## src/rtl/dat_sched_pkg.sv

```systemverilog
// Shared state encoding, channel indices and default widths for the DAT transfer scheduler.
package dat_sched_pkg;

   localparam int unsigned BLK_W_DEFAULT = 4;
   localparam int unsigned TO_W_DEFAULT  = 16;

   localparam int unsigned CH_CPU = 0;
   localparam int unsigned CH_DMA = 1;

   typedef enum logic [3:0] {
      IDLE,
      ARB,
      WAIT_READY,
      STROBE,
      WAIT_COMPLETE,
      ACK,
      WAIT_ACK_LOW,
      STOP,
      ERROR,
      DONE
   } state_t;

endpackage

```

## src/rtl/dat_xfer_scheduler_rr_arbiter2.sv

```systemverilog
// Combinational two-way round-robin pick: a lone requester wins, a tie goes to the channel not granted last.
module rr_arbiter2
   import dat_sched_pkg::*;
(
   input  logic [1:0] req,
   input  logic       last_grant,
   output logic       valid,
   output logic       pick
);

   always_comb begin
      valid = |req;
      pick  = 1'(CH_CPU);
      if (req == 2'b11)
         pick = ~last_grant;
      else if (req[CH_DMA])
         pick = 1'(CH_DMA);
   end

endmodule

```

## src/rtl/dat_xfer_scheduler.sv

```systemverilog
// Shares the DAT phys between CPU (ch0) and DMA (ch1) with round-robin arbitration and a completion timeout.
// Build option DAT_SCHED_STOP_CMD_EN adds a STOP/CMD12 request phase after multi-block transfers.
module dat_xfer_scheduler
   import dat_sched_pkg::*;
#(
   parameter int unsigned BLK_W = BLK_W_DEFAULT,
   parameter int unsigned TO_W  = TO_W_DEFAULT
) (
   input  logic             clock,
   input  logic             reset,
   input  logic             req0,
   input  logic             wr0,
   input  logic [BLK_W-1:0] blocks0,
   input  logic             req1,
   input  logic             wr1,
   input  logic [BLK_W-1:0] blocks1,
   input  logic [TO_W-1:0]  timeout_limit,
   input  logic             fifo_okay,
   input  logic             serial_ready,
   input  logic             complete,
   input  logic             ack_in,
   output logic             strobe_out,
   output logic             ack_out,
   output logic [BLK_W-1:0] blocks,
   output logic             multiple,
   output logic             writereadphys,
   output logic [1:0]       grant,
   output logic [1:0]       done,
   output logic             error,
`ifdef DAT_SCHED_STOP_CMD_EN
   output logic             stop_req,
   input  logic             stop_ack,
`endif
   output logic             busy
);

   state_t           state, state_next;
   logic             arb_valid, arb_pick, last_grant;
   logic [BLK_W-1:0] sel_blocks;
   logic             sel_wr;
   logic [TO_W-1:0]  to_cnt, to_cnt_inc;
   logic             timeout_hit;

   rr_arbiter2 u_arb (
      .req        ({req1, req0}),
      .last_grant (last_grant),
      .valid      (arb_valid),
      .pick       (arb_pick)
   );

   assign sel_blocks = arb_pick ? blocks1 : blocks0;
   assign sel_wr     = arb_pick ? wr1 : wr0;

   // Timeout fires on the WAIT_COMPLETE clock whose count reaches the limit.
   assign to_cnt_inc  = (to_cnt == '1) ? to_cnt : to_cnt + 1'b1;
   assign timeout_hit = (timeout_limit != '0) && (to_cnt_inc == timeout_limit);

   always_comb begin
      state_next = state;
      case (state)
         IDLE:          if (req0 || req1) state_next = ARB;
         ARB: begin
            if (!arb_valid)
               state_next = IDLE;
            else if (sel_blocks == '0)
               state_next = DONE;
            else
               state_next = WAIT_READY;
         end
         WAIT_READY:    if (serial_ready && fifo_okay) state_next = STROBE;
         STROBE:        state_next = WAIT_COMPLETE;
         WAIT_COMPLETE: begin
            if (complete)
               state_next = ACK;
            else if (timeout_hit)
               state_next = ERROR;
         end
         ACK:           if (ack_in) state_next = WAIT_ACK_LOW;
         WAIT_ACK_LOW: begin
            if (!ack_in) begin
`ifdef DAT_SCHED_STOP_CMD_EN
               state_next = multiple ? STOP : DONE;
`else
               state_next = DONE;
`endif
            end
         end
`ifdef DAT_SCHED_STOP_CMD_EN
         STOP:          if (stop_ack) state_next = DONE;
`endif
         ERROR:         if (!ack_in && !complete) state_next = DONE;
         DONE:          state_next = IDLE;
         default:       state_next = IDLE;
      endcase
   end

   always_ff @(posedge clock or posedge reset) begin
      if (reset)
         state <= IDLE;
      else
         state <= state_next;
   end

   always_ff @(posedge clock or posedge reset) begin
      if (reset)
         to_cnt <= '0;
      else if (state == STROBE)
         to_cnt <= '0;
      else if (state == WAIT_COMPLETE)
         to_cnt <= to_cnt_inc;
   end

   always_ff @(posedge clock or posedge reset) begin
      if (reset) begin
         grant         <= '0;
         last_grant    <= 1'(CH_DMA);
         blocks        <= '0;
         writereadphys <= 1'b0;
         multiple      <= 1'b0;
         error         <= 1'b0;
      end else if (state == ARB && arb_valid) begin
         grant         <= arb_pick ? 2'b10 : 2'b01;
         last_grant    <= arb_pick;
         blocks        <= sel_blocks;
         writereadphys <= sel_wr;
         multiple      <= (sel_blocks > BLK_W'(1));
         error         <= (sel_blocks == '0);
      end else if (state == WAIT_COMPLETE && !complete && timeout_hit) begin
         error <= 1'b1;
      end else if (state == DONE) begin
         grant         <= '0;
         blocks        <= '0;
         writereadphys <= 1'b0;
         multiple      <= 1'b0;
      end
   end

   assign strobe_out = (state == STROBE) || (state == WAIT_COMPLETE) || (state == ACK);
   assign ack_out    = (state == ACK);
   assign done       = (state == DONE) ? grant : 2'b00;
   assign busy       = (state != IDLE);
`ifdef DAT_SCHED_STOP_CMD_EN
   assign stop_req   = (state == STOP);
`endif

endmodule

```

## config.mk

```make
export PLATFORM = sky130hd
export DESIGN_NAME = dat_xfer_scheduler
export DESIGN_NICKNAME = d
export VERILOG_FILES = /design/src/rtl/dat_sched_pkg.sv /design/src/rtl/dat_xfer_scheduler_rr_arbiter2.sv /design/src/rtl/dat_xfer_scheduler.sv
export SDC_FILE = /design/constraint.sdc
export NUM_CORES = 1
export LEC_CHECK = 0
export BUFFER_PORTS_ARGS = -buffer_cell sky130_fd_sc_hd__clkbuf_2
export CORE_UTILIZATION = 45
export DETAILED_ROUTE_END_ITERATION = 8
export GPL_ROUTABILITY_DRIVEN = 0
export PLACE_DENSITY_LB_ADDON = 0.15
export SYNTH_ARGS = -nofsm -noshare
export SYNTH_HDL_FRONTEND = slang
export SYNTH_HIERARCHICAL = 1
export SYNTH_SLANG_ARGS = --single-unit
```

## constraint.sdc

```tcl
create_clock -name clock -period 4.3 [get_ports clock]
set_input_delay 0.215 -clock clock [delete_from_list [all_inputs] [get_ports clock]]
set_output_delay 0.215 -clock clock [all_outputs]
set_load 0.05 [all_outputs]
```

==> summary.md, run 1 <==
| Metric | Value |
|---|---|
| DR pass1 iterations | `4` |
| CTS tree | `yes` |
| Critical path class | `register to register` |
| Critical Path RT | `4.49 ns` |
| DRC | `0` |
| Gr ovfl total | `0` |
| Top layer in use | `met4` |
| Post-synth EDFFs | `0` |
| Final Util | `55.3%` |
| Vias | `2299` |
| Layout Nets | `362` |
| Count of cell types in the netlist | `59` |
| Yosys reg bits | `30` |
| Fin. Hold Viols | `0` |
| Mapped Cells | `286` |
| Clk sinks | `30` |
| Antenna viol nets, final | `0` |
| Dpl hpwl | `4500 um` |
| Share of layout cells above drive strength 1 | `21.3%` |
| Hold Path Class | `input port to register` |
| H-Tree Level Count | `2` |
| Slew Limit Fails | `0` |
| Fillers | `463` |
| Worst-skew pair later-pin latency | `0.29 ns` |
| Setup Buffers After CTS | `0` |
| Initial DRC count | `159` |
| Initial Util | `47.8%` |
| Max-Slew Margin vs Limit | `38.3%` |
| Status | `finished, final reports clean` |
| Power Density | `558 mW/mm^2` |
| Die H | `73.8 um` |
| RSZ-0062 raised after global routing | `false` |
| Port Buf Inserts | `47` |
| Root cell of the clock tree | `clkbuf_8` |
| Total negative slack | `0 ns` |
| Syn Nets | `321` |
| Met2 Wirelength | `2750 um` |
| Static Leakage | `1.16 nW` |
| CP Data Arrival Time | `3.32 ns` |
| Final WL | `6120 um` |
| Core ar. | `0.00485 sq mm` |
| Syn avg cell area | `8.11 sq um` |
| Initial antenna violation count | `0` |
| Peak VDD IR | `0.383 mV` |
| Crit-path max FO | `11` |
| Sequential share of the synthesized area | `32.4%` |
| Routed length per placed instance | `15.5 um` |
| First-pass GRT wire length | `10100 um` |
| Met1 wire length | `2960 um` |
| Die Area | `0.00545 sq mm` |
| Num ports | `48` |
| Syn. warnings | `6` |
| FFs w/ async S/R, synth | `100%` |
| Worst-margin pin slew | `0.924 ns` |
| Synth-to-Final Area Change | `15.5%` |
| Startpoint types | `register` |
| Max Fclk | `319 MHz` |
| N_diodes | `0` |
| Final Skew | `0.00457 ns` |
| Max Cap Violations | `0` |
| Largest net degree at the start of global routing | `31` |
| Deepest clock path buffer count | `2` |
| Count of final setup violators | `0` |
| GRT Resource Usage Total | `24.9%` |
| Clock slew at reported path FFs | `0.07 ns` |
| Final period utilization | `72.8%` |
| Detail Route met3 WL | `325 um` |
| Vias in the first global route | `2085` |
| Total CTS buffers | `5` |
| Min Clock Period, post-route | `3.13 ns` |
| Crit end category | `register` |
| Post-synthesis cell area | `0.00232 sq mm` |
| Routed vias/inst | `5.82` |
| Die Wd | `73.8 um` |
| Top FF cell, synth | `dfrtp_1` |
| FP Rows | `25` |
==> cell usage in the layout (no fill, tap or decap), types with 4 or more instances in the layout <==
| cell | synthesis | routed |
|---|---|---|
| clkbuf_2 | 1 | 47 |
| nand2_1 | 43 | 43 |
| dfrtp_1 | 29 | 29 |
| o21ai_0 | 23 | 23 |
| a21oi_1 | 18 | 18 |
| nor2_1 | 12 | 12 |
| xnor2_1 | 10 | 10 |
| o31ai_1 | 9 | 9 |
| nand3_1 | 8 | 8 |
| nand4_1 | 8 | 8 |
| inv_1 | 8 | 8 |
| and3_1 | 7 | 7 |
| nor3_1 | 7 | 7 |
| mux2i_1 | 7 | 7 |
| nand2b_1 | 7 | 7 |
| nor4_1 | 7 | 7 |
| xor2_1 | 6 | 6 |
| clkbuf_8 | 0 | 6 |
| and4_1 | 4 | 4 |
| buf_4 | 2 | 4 |
==> synth_stat cells, types with 2 or more instances <==
master     n  share of area [%]
buf_4      2               0.65
o31ai_1    9                2.9
and4_1     4                1.5
clkbuf_1  11                1.8
nand2b_1   7                1.9
nor2_1    12                1.9
a21oi_1   18                3.9
and3_1     7                1.9
a22oi_1    2               0.65
o41ai_1    2               0.76
nor4_2     3                1.6
nand4_1    8                2.2
xnor2_1   10                3.8
nor2b_1    2               0.54
dfrtp_1   29                 31
inv_1      8                1.3
nor3_1     7                1.5
o32ai_1    2               0.76
o21bai_1   2               0.65
buf_2      2               0.43
and2_1     3               0.81
o21ai_0   23                5.0
nand3_1    8                1.7
a22o_1     3                1.1
or3_1      3               0.81
xor2_1     6                2.3
a21o_1     3               0.97
buf_6      2               0.97
nor4_1     7                1.9
nand2_1   43                7.0
mux2i_1    7                3.0
a31o_2     3                1.1
nand3b_1   2               0.65
==> final cells by class <==
type / count / area (sq um) / area share [%]
inverter: 8 / 30.0 / 1.12
sequential: 30 / 752 / 28.1
clock inverter: 2 / 12.5 / 0.467
multi-input combinational: 230 / 1440 / 53.9
timing repair buffer: 52 / 275 / 10.3
tap: 67 / 83.8 / 3.13
clock buffer: 6 / 82.6 / 3.08
==> registers in the layout (all words and copies together) (netlist names) <==
| name | cells |
|---|---|
| blocks | 4 |
| error | 1 |
| grant | 2 |
| last_grant | 1 |
| multiple | 1 |
| state | 4 |
| to_cnt | 16 |
| writereadphys | 1 |
==> report_power, final <==
group / internal (W) / total, W / switching (W)
registers: 0.000361 / 0.000466 / 0.000104
clock network: 0.000129 / 0.000247 / 0.000119
logic: 0.000251 / 0.000782 / 0.000531
total: 0.000741 / 0.00149 / 0.000754
==> cells by family (layout without fill, tap and decap cells) <==
logic type      Yosys count  count (layout)  share of synthesized area (%)
flops                    30              30                           32.4
xor+xnor                 16              16                           6.04
fa+ha+maj                 1               1                          0.539
buf+inv                  26              68                           5.34
compound gates           81              81                           22.8
mux                       8               8                           3.51
simple gates            124             124                           29.4
==> stage by stage <==
step / area (sq um) / hold slack [ns] / total power [W] / setup WS (ns) / std cells
floorplan: 2320 / 0.304 / 0.00105 / 1.85 / 286
global placement: 2570 / 0.289 / 0.00124 / 1.42 / 386
detailed placement: 2570 / 0.291 / 0.00125 / 1.21 / 386
CTS: 2680 / 0.126 / 0.00150 / 1.19 / 395
global route: 2680 / 0.131 / 0.00160 / 0.837 / 395
finish: 2680 / 0.129 / 0.00149 / 1.17 / 395
==> final timing paths <==
path / start / to / slack, ns / depth (start not counted)
max: to_cnt[9] / error / 1.17 / 8
min: ack_in / state[0] / 0.13 / 2
max reg2reg: to_cnt[9] / error / 1.17 / 8
min reg2reg: last_grant / last_grant / 0.47 / 2
max in group asynchronous: reset / last_grant / 3.47 / 4
min in group asynchronous: reset / blocks[3] / 0.52 / 4
==> metal layers <==
layer | vias up | GRT usage (%)
met5 | - | 0
met4 | 0 | 9.19
met3 | 9 | 3.84
met2 | 69 | 36.8
met1 | 1077 | 36.4
li1 | 1144 | -
==> repair_timing <==
action,4_1_cts,5_1_grt
setup endpoints to repair,0,0
hold buffers,1,0
hold endpoints to repair,29,0
gates resized for setup,0,0
==> worst max-delay path, stage by stage, from the launching register on <==
cell and delay [ns]:
dfrtp_1 0.46, nand4_1 0.40, nor4_1 0.84, buf_4 0.28, nand3_1 0.09, a311o_1 0.37, nor4_2 0.14, nand4_1 0.20
o31ai_1 0.25
No activity file was read; power rests on OpenSTA's default activity.
==> run 2, diff against run 1 <==
Clock period 4.3 ns to 2.7 ns, I/O delays scaled along.
==> run 2 against run 1 <==
Compared with the run above:
- clock-buffer cell count did not move
- critical endpoint is now state[3]
- core utilization is 3.8 points higher
- total power grew 68%
- cell area increased by 6.9%
- wire length is 4.5% higher
- highest routed layer unchanged
==> summary.md, run 2 (synthesis results as in run 1) <==
| Metric | Value |
|---|---|
| Final period utilization | `93.5% (+21 points)` |
| CP Data Arrival Time | `2.71 ns (-0.61 ns)` |
| Count of final setup violators | `0 (unchanged)` |
| First-pass GRT wire length | `10400 um (+2.6%)` |
| Static Leakage | `1.26 nW (+9.4%)` |
| Pre-CTS setup slack | `0.153 ns (-1.06 ns)` |
| Gr ovfl total | `0 (unchanged)` |
| H-Tree Level Count | `2 (unchanged)` |
| Vias | `2420 (+5.3%)` |
| Synth-to-Final Area Change | `23.5%` |
| Routed vias/inst | `5.87 (+0.92%)` |
| Total CTS buffers | `5 (unchanged)` |
| Regs by FF count | `to_cnt (16), blocks (4), state (4)` |
| Worst-skew pair later-pin latency | `0.28 ns (about the same)` |
| N_diodes | `0 (unchanged)` |
| Fillers | `442 (-4.5%)` |
| Peak VDD IR | `0.622 mV (+62%)` |
| Initial DRC count | `192 (+21%)` |
| Crit path buf inv count | `0 (-1)` |
| Final WL | `6400 um (+4.5%)` |
| Initial Util | `47.8% (unchanged)` |
| Switch Pwr | `0.00120 W (+59%)` |
| Max-Slew Margin vs Limit | `38.8% (+0.50 points)` |
| Critical path's slowest cell | `or4_4` |
| Initial antenna violation count | `0 (unchanged)` |
| Deepest clock path buffer count | `2 (unchanged)` |
| Root cell of the clock tree | `clkbuf_8` |
| Commonest non-fill, non-tap cell in the layout | `clkbuf_2` |
| Final Skew | `0.00819 ns (+0.00362 ns)` |
| Crit-path max FO | `7 (-4)` |
| Largest net degree at the start of global routing | `31 (unchanged)` |
| Sequential Power Share | `29.3% (-1.8 points)` |
| Port Buf Inserts | `47 (unchanged)` |
| Critical Path RT | `2.88 ns (-1.61 ns)` |
| Crit end category | `register` |
| Fin. Hold Viols | `0 (unchanged)` |
| Dpl hpwl | `4740 um (+5.5%)` |
| Clock slew at reported path FFs | `0.07 ns (about the same)` |
| Slowest stage delay, CP | `0.52 ns (-0.32 ns)` |
| CTS tree | `yes` |
| Routed length per placed instance | `15.5 um (+0.18%)` |
| Post-Place Cells | `403 (+4.4%)` |
| Power Density | `876 mW/mm^2 (+57%)` |
| Core ar. | `0.00485 sq mm (unchanged)` |
| Status | `finished, final reports clean` |
| Critical path class | `register to register` |
| Delay-heaviest family, CP | `simple AND/OR/NAND/NOR gates` |
| Die Wd | `73.8 um (unchanged)` |
| Layout Nets | `380 (+5.0%)` |
| GRT Resource Usage Total | `25.2% (+0.35 points)` |
| DR pass1 iterations | `5 (+1)` |
| Num ports | `48 (unchanged)` |
| Most numerous cell on the critical path | `nand4_1` |
| Startpoint types | `register` |
| Share of layout cells above drive strength 1 | `26.7% (+5.3 points)` |
| Hold Path Class | `input port to register` |
| Final Worst Setup Slack | `0.175 ns (-0.995 ns)` |
| Die H | `73.8 um (unchanged)` |
| Min Clock Period, post-route | `2.52 ns (-0.605 ns)` |
| Max Fclk | `396 MHz (+24%)` |
| Clock Power Share | `18.4% (+1.9 points)` |
| FP Rows | `25 (unchanged)` |
| Largest register FFs | `16 (unchanged)` |
| Most flops, register | `to_cnt` |
| Sw frac | `47.7% (-2.7 points)` |
| Worst path cell trace | `nand4_1 -> or4_4 -> nand4_1 -> mux2_2 -> nor4_2 -> nand4_1 -> o31ai_1` |
| Clk sinks | `30 (unchanged)` |
| Worst-margin pin slew | `0.916 ns (-0.00746 ns)` |
| Overall Power | `0.00251 W (+68%)` |
| Combinational power share | `52.3% (about the same)` |
| DRC | `0 (unchanged)` |
| Antenna viol nets, final | `0 (unchanged)` |
| Die Area | `0.00545 sq mm (unchanged)` |
| Internal power | `0.00131 W (+77%)` |
| Commonest non-fill, non-tap cells in the layout | `47 x clkbuf_2, 43 x nand2_1, 26 x dfrtp_1` |
| Total negative slack | `0 ns (unchanged)` |
| Max Cap Violations | `0 (unchanged)` |
| Vias in the first global route | `2187 (+4.9%)` |
| Slew Limit Fails | `0 (unchanged)` |
| Post-Layout Cell Count | `412 (+4.3%)` |
[run 2: metrics by stage]
stage	utilization (%)	hold slack, ns	cell area [sq um]
after floorplan	-	0.224	2320
after CTS	58.3	0.0630	2830
after global placement	55.7	0.216	2700
final	59.1	0.0740	2860
after global routing	59.1	0.0820	2860
after detailed placement	55.7	0.218	2700
[run 2: layout make-up]
type,instances,area (sq um),share of cell area [%]
multi-input cells,230,1470,51.4
flip-flops and latches,30,756,26.4
repair buffers,70,410,14.3
well taps,67,83.8,2.93
clock buffers,6,82.6,2.88
clock inverters,1,30.0,1.05
inverters,8,30.0,1.05
[run 2: power by group through the flow]
stage	Combinational [W]	Sequential, W	Clock [W]
final	0.00131	0.000734	0.000463
after global routing	0.00144	0.000758	0.000500
after CTS	0.00130	0.000723	0.000473
after detailed placement	0.00129	0.000730	0
after global placement	0.00128	0.000727	0
after floorplan	0.000808	0.000868	0
[run 2: final timing paths]
check                            from         end  slack, ns  cells after the start
hold reg to reg            last_grant  last_grant       0.46                      2
setup reg to reg            to_cnt[6]    state[3]       0.18                      7
min in group asynchronous       reset   to_cnt[1]       0.46                      4
hold / removal                 ack_in    state[0]       0.07                      2
max in group asynchronous       reset  last_grant       1.93                      4
setup / recovery            to_cnt[6]    state[3]       0.18                      7
[run 2: what timing repair did]
item,4_1_cts,5_1_grt
endpoints found under the hold margin,29,0
setup buffers,0,1
gates resized for setup,0,7
hold buffers,1,0
setup endpoints to repair,0,3
[run 2: routing by layer]
metal | vias to the layer above | GRT usage (%) | share of wire (%) | wire [um]
li1 | 1181 | - | - | -
met1 | 1146 | 37.1 | 48 | 3060
met2 | 85 | 36.8 | 45 | 2850
met3 | 8 | 4.66 | 6.7 | 428
met4 | 0 | 8.55 | 0.91 | 58
met5 | - | 0 | 0 | 0
[run 2: worst register-to-register path, stage by stage (launching register included)]
cell and delay (ns):
dfrtp_1 0.46, nand4_1 0.17, or4_4 0.52, nand4_1 0.16, mux2_2 0.36, nor4_2 0.27, nand4_1 0.21, o31ai_1 0.28
==> run 3, diff against run 2 <==
Settings changed: REMOVE_ABC_BUFFERS set to 1.
==> run 3 against run 2 <==
Compared with the run above:
- sequential share of layout area is 0.28 points higher
- worst hold slack worse by 0.015 ns
- cell count increased by 0.24%
- critical path type unchanged
- largest power group unchanged
- non-clock buffer count did not move
- total power down 3.8%
- cell area fell by 1.5%
==> summary.md, run 3 (synthesis results as in run 1) <==
| Metric | Value |
|---|---|
| Delay-heaviest family, CP | `simple AND/OR/NAND/NOR gates` |
| Final Util | `58.2% (-0.90 points)` |
| Sw frac | `50.0% (+2.3 points)` |
| Layout Nets | `380 (unchanged)` |
| Startpoint types | `register` |
| Most flops, register | `to_cnt` |
| Routed vias/inst | `5.86 (-0.24%)` |
| Critical path class | `register to register` |
| Final WL | `6250 um (-2.3%)` |
| Share of layout cells above drive strength 1 | `25.7% (-0.94 points)` |
| Worst-skew pair later-pin latency | `0.28 ns (about the same)` |
| Routed length per placed instance | `15.1 um (-2.6%)` |
| Gr ovfl total | `0 (unchanged)` |
| Vias in the first global route | `2079 (-4.9%)` |
| Final Skew | `0.00493 ns (-0.00327 ns)` |
| Final period utilization | `92.9% (-0.62 points)` |
| Clock Power Share | `16.0% (-2.4 points)` |
| WHS Path Cells | `2 (unchanged)` |
| WP depth | `8 (+1)` |
| Synth-to-Final Area Change | `21.6%` |
| Regs by FF count | `to_cnt (16), blocks (4), state (4)` |
| RSZ-0062 raised after global routing | `false` |
| Max Cap Violations | `0 (unchanged)` |
| Initial DRC count | `227 (+18%)` |
| Clk sinks | `30 (unchanged)` |
| Status | `finished, final reports clean` |
| Crit-path max FO | `10 (+3)` |
| Power Density | `856 mW/mm^2 (-2.3%)` |
| Static Leakage | `1.24 nW (-1.6%)` |
| Num ports | `48 (unchanged)` |
| Worst-margin pin slew | `0.895 ns (-0.0211 ns)` |
| Port Buf Inserts | `47 (unchanged)` |
| Max Fclk | `399 MHz (+0.67%)` |
| Total CTS buffers | `5 (unchanged)` |
| Critical path's slowest cell | `or4_1` |
| Combinational power share | `54.9% (+2.6 points)` |
| Largest net degree at the start of global routing | `31 (unchanged)` |
| Slew Limit Fails | `0 (unchanged)` |
| Count of final setup violators | `0 (unchanged)` |
| Fin. Hold Viols | `0 (unchanged)` |
| Post-Layout Cell Count | `413 (+0.24%)` |
| H-Tree Level Count | `2 (unchanged)` |
| DRC | `0 (unchanged)` |
| Commonest non-fill, non-tap cell in the layout | `clkbuf_2` |
| CTS tree | `yes` |
| GRT Resource Usage Total | `24.8% (-0.41 points)` |
| Root cell of the clock tree | `clkbuf_8` |
| Switch Pwr | `0.00121 W (+0.88%)` |
| Core ar. | `0.00485 sq mm (unchanged)` |
| Dpl hpwl | `4700 um (-0.96%)` |
| Die Wd | `73.8 um (unchanged)` |
| FP Rows | `25 (unchanged)` |
| Slowest stage delay, CP | `0.56 ns (+0.04 ns)` |
| Antenna viol nets, final | `0 (unchanged)` |
| Most numerous cell on the critical path | `nand4_1` |
| Max-Slew Margin vs Limit | `40.2% (+1.4 points)` |
| Crit end category | `register` |
| Initial Util | `47.8% (unchanged)` |
| Worst path cell trace | `nand4_1 -> buf_4 -> or4_1 -> xnor2_1 -> or3_1 -> a22oi_1 -> nand4_1 -> o31ai_1` |
| Post-Place Cells | `404 (+0.25%)` |
| Sequential Power Share | `29.1% (-0.2 points)` |
| Setup Buffers After CTS | `0 (unchanged)` |
| Critical Path RT | `2.89 ns (about the same)` |
| DR pass1 iterations | `5 (unchanged)` |
| Overall Power | `0.00241 W (-3.8%)` |
| First-pass GRT wire length | `10200 um (-1.9%)` |
| Largest register FFs | `16 (unchanged)` |
| Min Clock Period, post-route | `2.51 ns (-0.0167 ns)` |
| CP Data Arrival Time | `2.70 ns (about the same)` |
| Crit path buf inv count | `1 (+1)` |
| Deepest clock path buffer count | `2 (unchanged)` |
| Internal power | `0.00121 W (-8.0%)` |
| Commonest non-fill, non-tap cells in the layout | `47 x clkbuf_2, 43 x nand2_1, 29 x dfrtp_1` |
| Initial antenna violation count | `0 (unchanged)` |
| Depth of the most critical reg-to-reg path | `8 (+1)` |
| Hold Path Class | `input port to register` |
| N_diodes | `0 (unchanged)` |
| Die Area | `0.00545 sq mm (unchanged)` |
| Clock slew at reported path FFs | `0.07 ns (about the same)` |
| Die H | `73.8 um (unchanged)` |
| Vias | `2420 (unchanged)` |
| Peak VDD IR | `0.612 mV (-1.5%)` |
==> run 3: area by class of cell <==
class	instances	area, sq um
clock inverters	2	12.5
fillers	467	2030
inverters	8	30.0
clock buffers	6	82.6
well taps	67	83.8
repair buffers	70	410
flip-flops and latches	30	752
multi-input cells	230	1450
==> run 3: timing repair <==
item                       CTS  global route
gates resized for setup      0             1
hold buffers                 1             0
hold endpoints to repair    29             0
setup endpoints to repair    0             2
==> run 3: metrics by stage <==
step / setup TNS (ns) / setup slack [ns] / hold slack, ns / area (sq um)
finish: 0 / 0.192 / 0.0593 / 2820
global route: 0 / 0.0201 / 0.0556 / 2820
CTS: 0 / 0.201 / 0.0503 / 2820
detailed placement: 0 / 0.187 / 0.220 / 2710
global placement: 0 / 0.258 / 0.212 / 2710
floorplan: -0.315 / -0.120 / 0.224 / 2230
==> run 3: metal layers <==
metal / share of wire (%) / track usage, %
met5: 0 / 0
met1: 47 / 36.7
met2: 46 / 35.9
met3: 4.8 / 4.53
met4: 2.0 / 8.97
==> run 3: power groups by stage <==
stage          logic [W]  clock network, W  registers [W]
6_report         0.00133          0.000386       0.000704
5_1_grt          0.00144          0.000416       0.000724
4_1_cts          0.00132          0.000399       0.000702
3_5_place_dp     0.00132                 0       0.000709
3_3_place_gp     0.00132                 0       0.000711
2_1_floorplan   0.000722                 0       0.000921
==> run 3: final timing paths <==
| check | start | endpoint | slack (ns) |
|---|---|---|---|
| max | to_cnt[11] | state[3] | 0.19 |
| min | ack_in | state[0] | 0.06 |
| max reg2reg | to_cnt[11] | state[3] | 0.19 |
| min reg2reg | last_grant | last_grant | 0.47 |
| max in group asynchronous | reset | last_grant | 1.93 |
| min in group asynchronous | reset | to_cnt[3] | 0.46 |
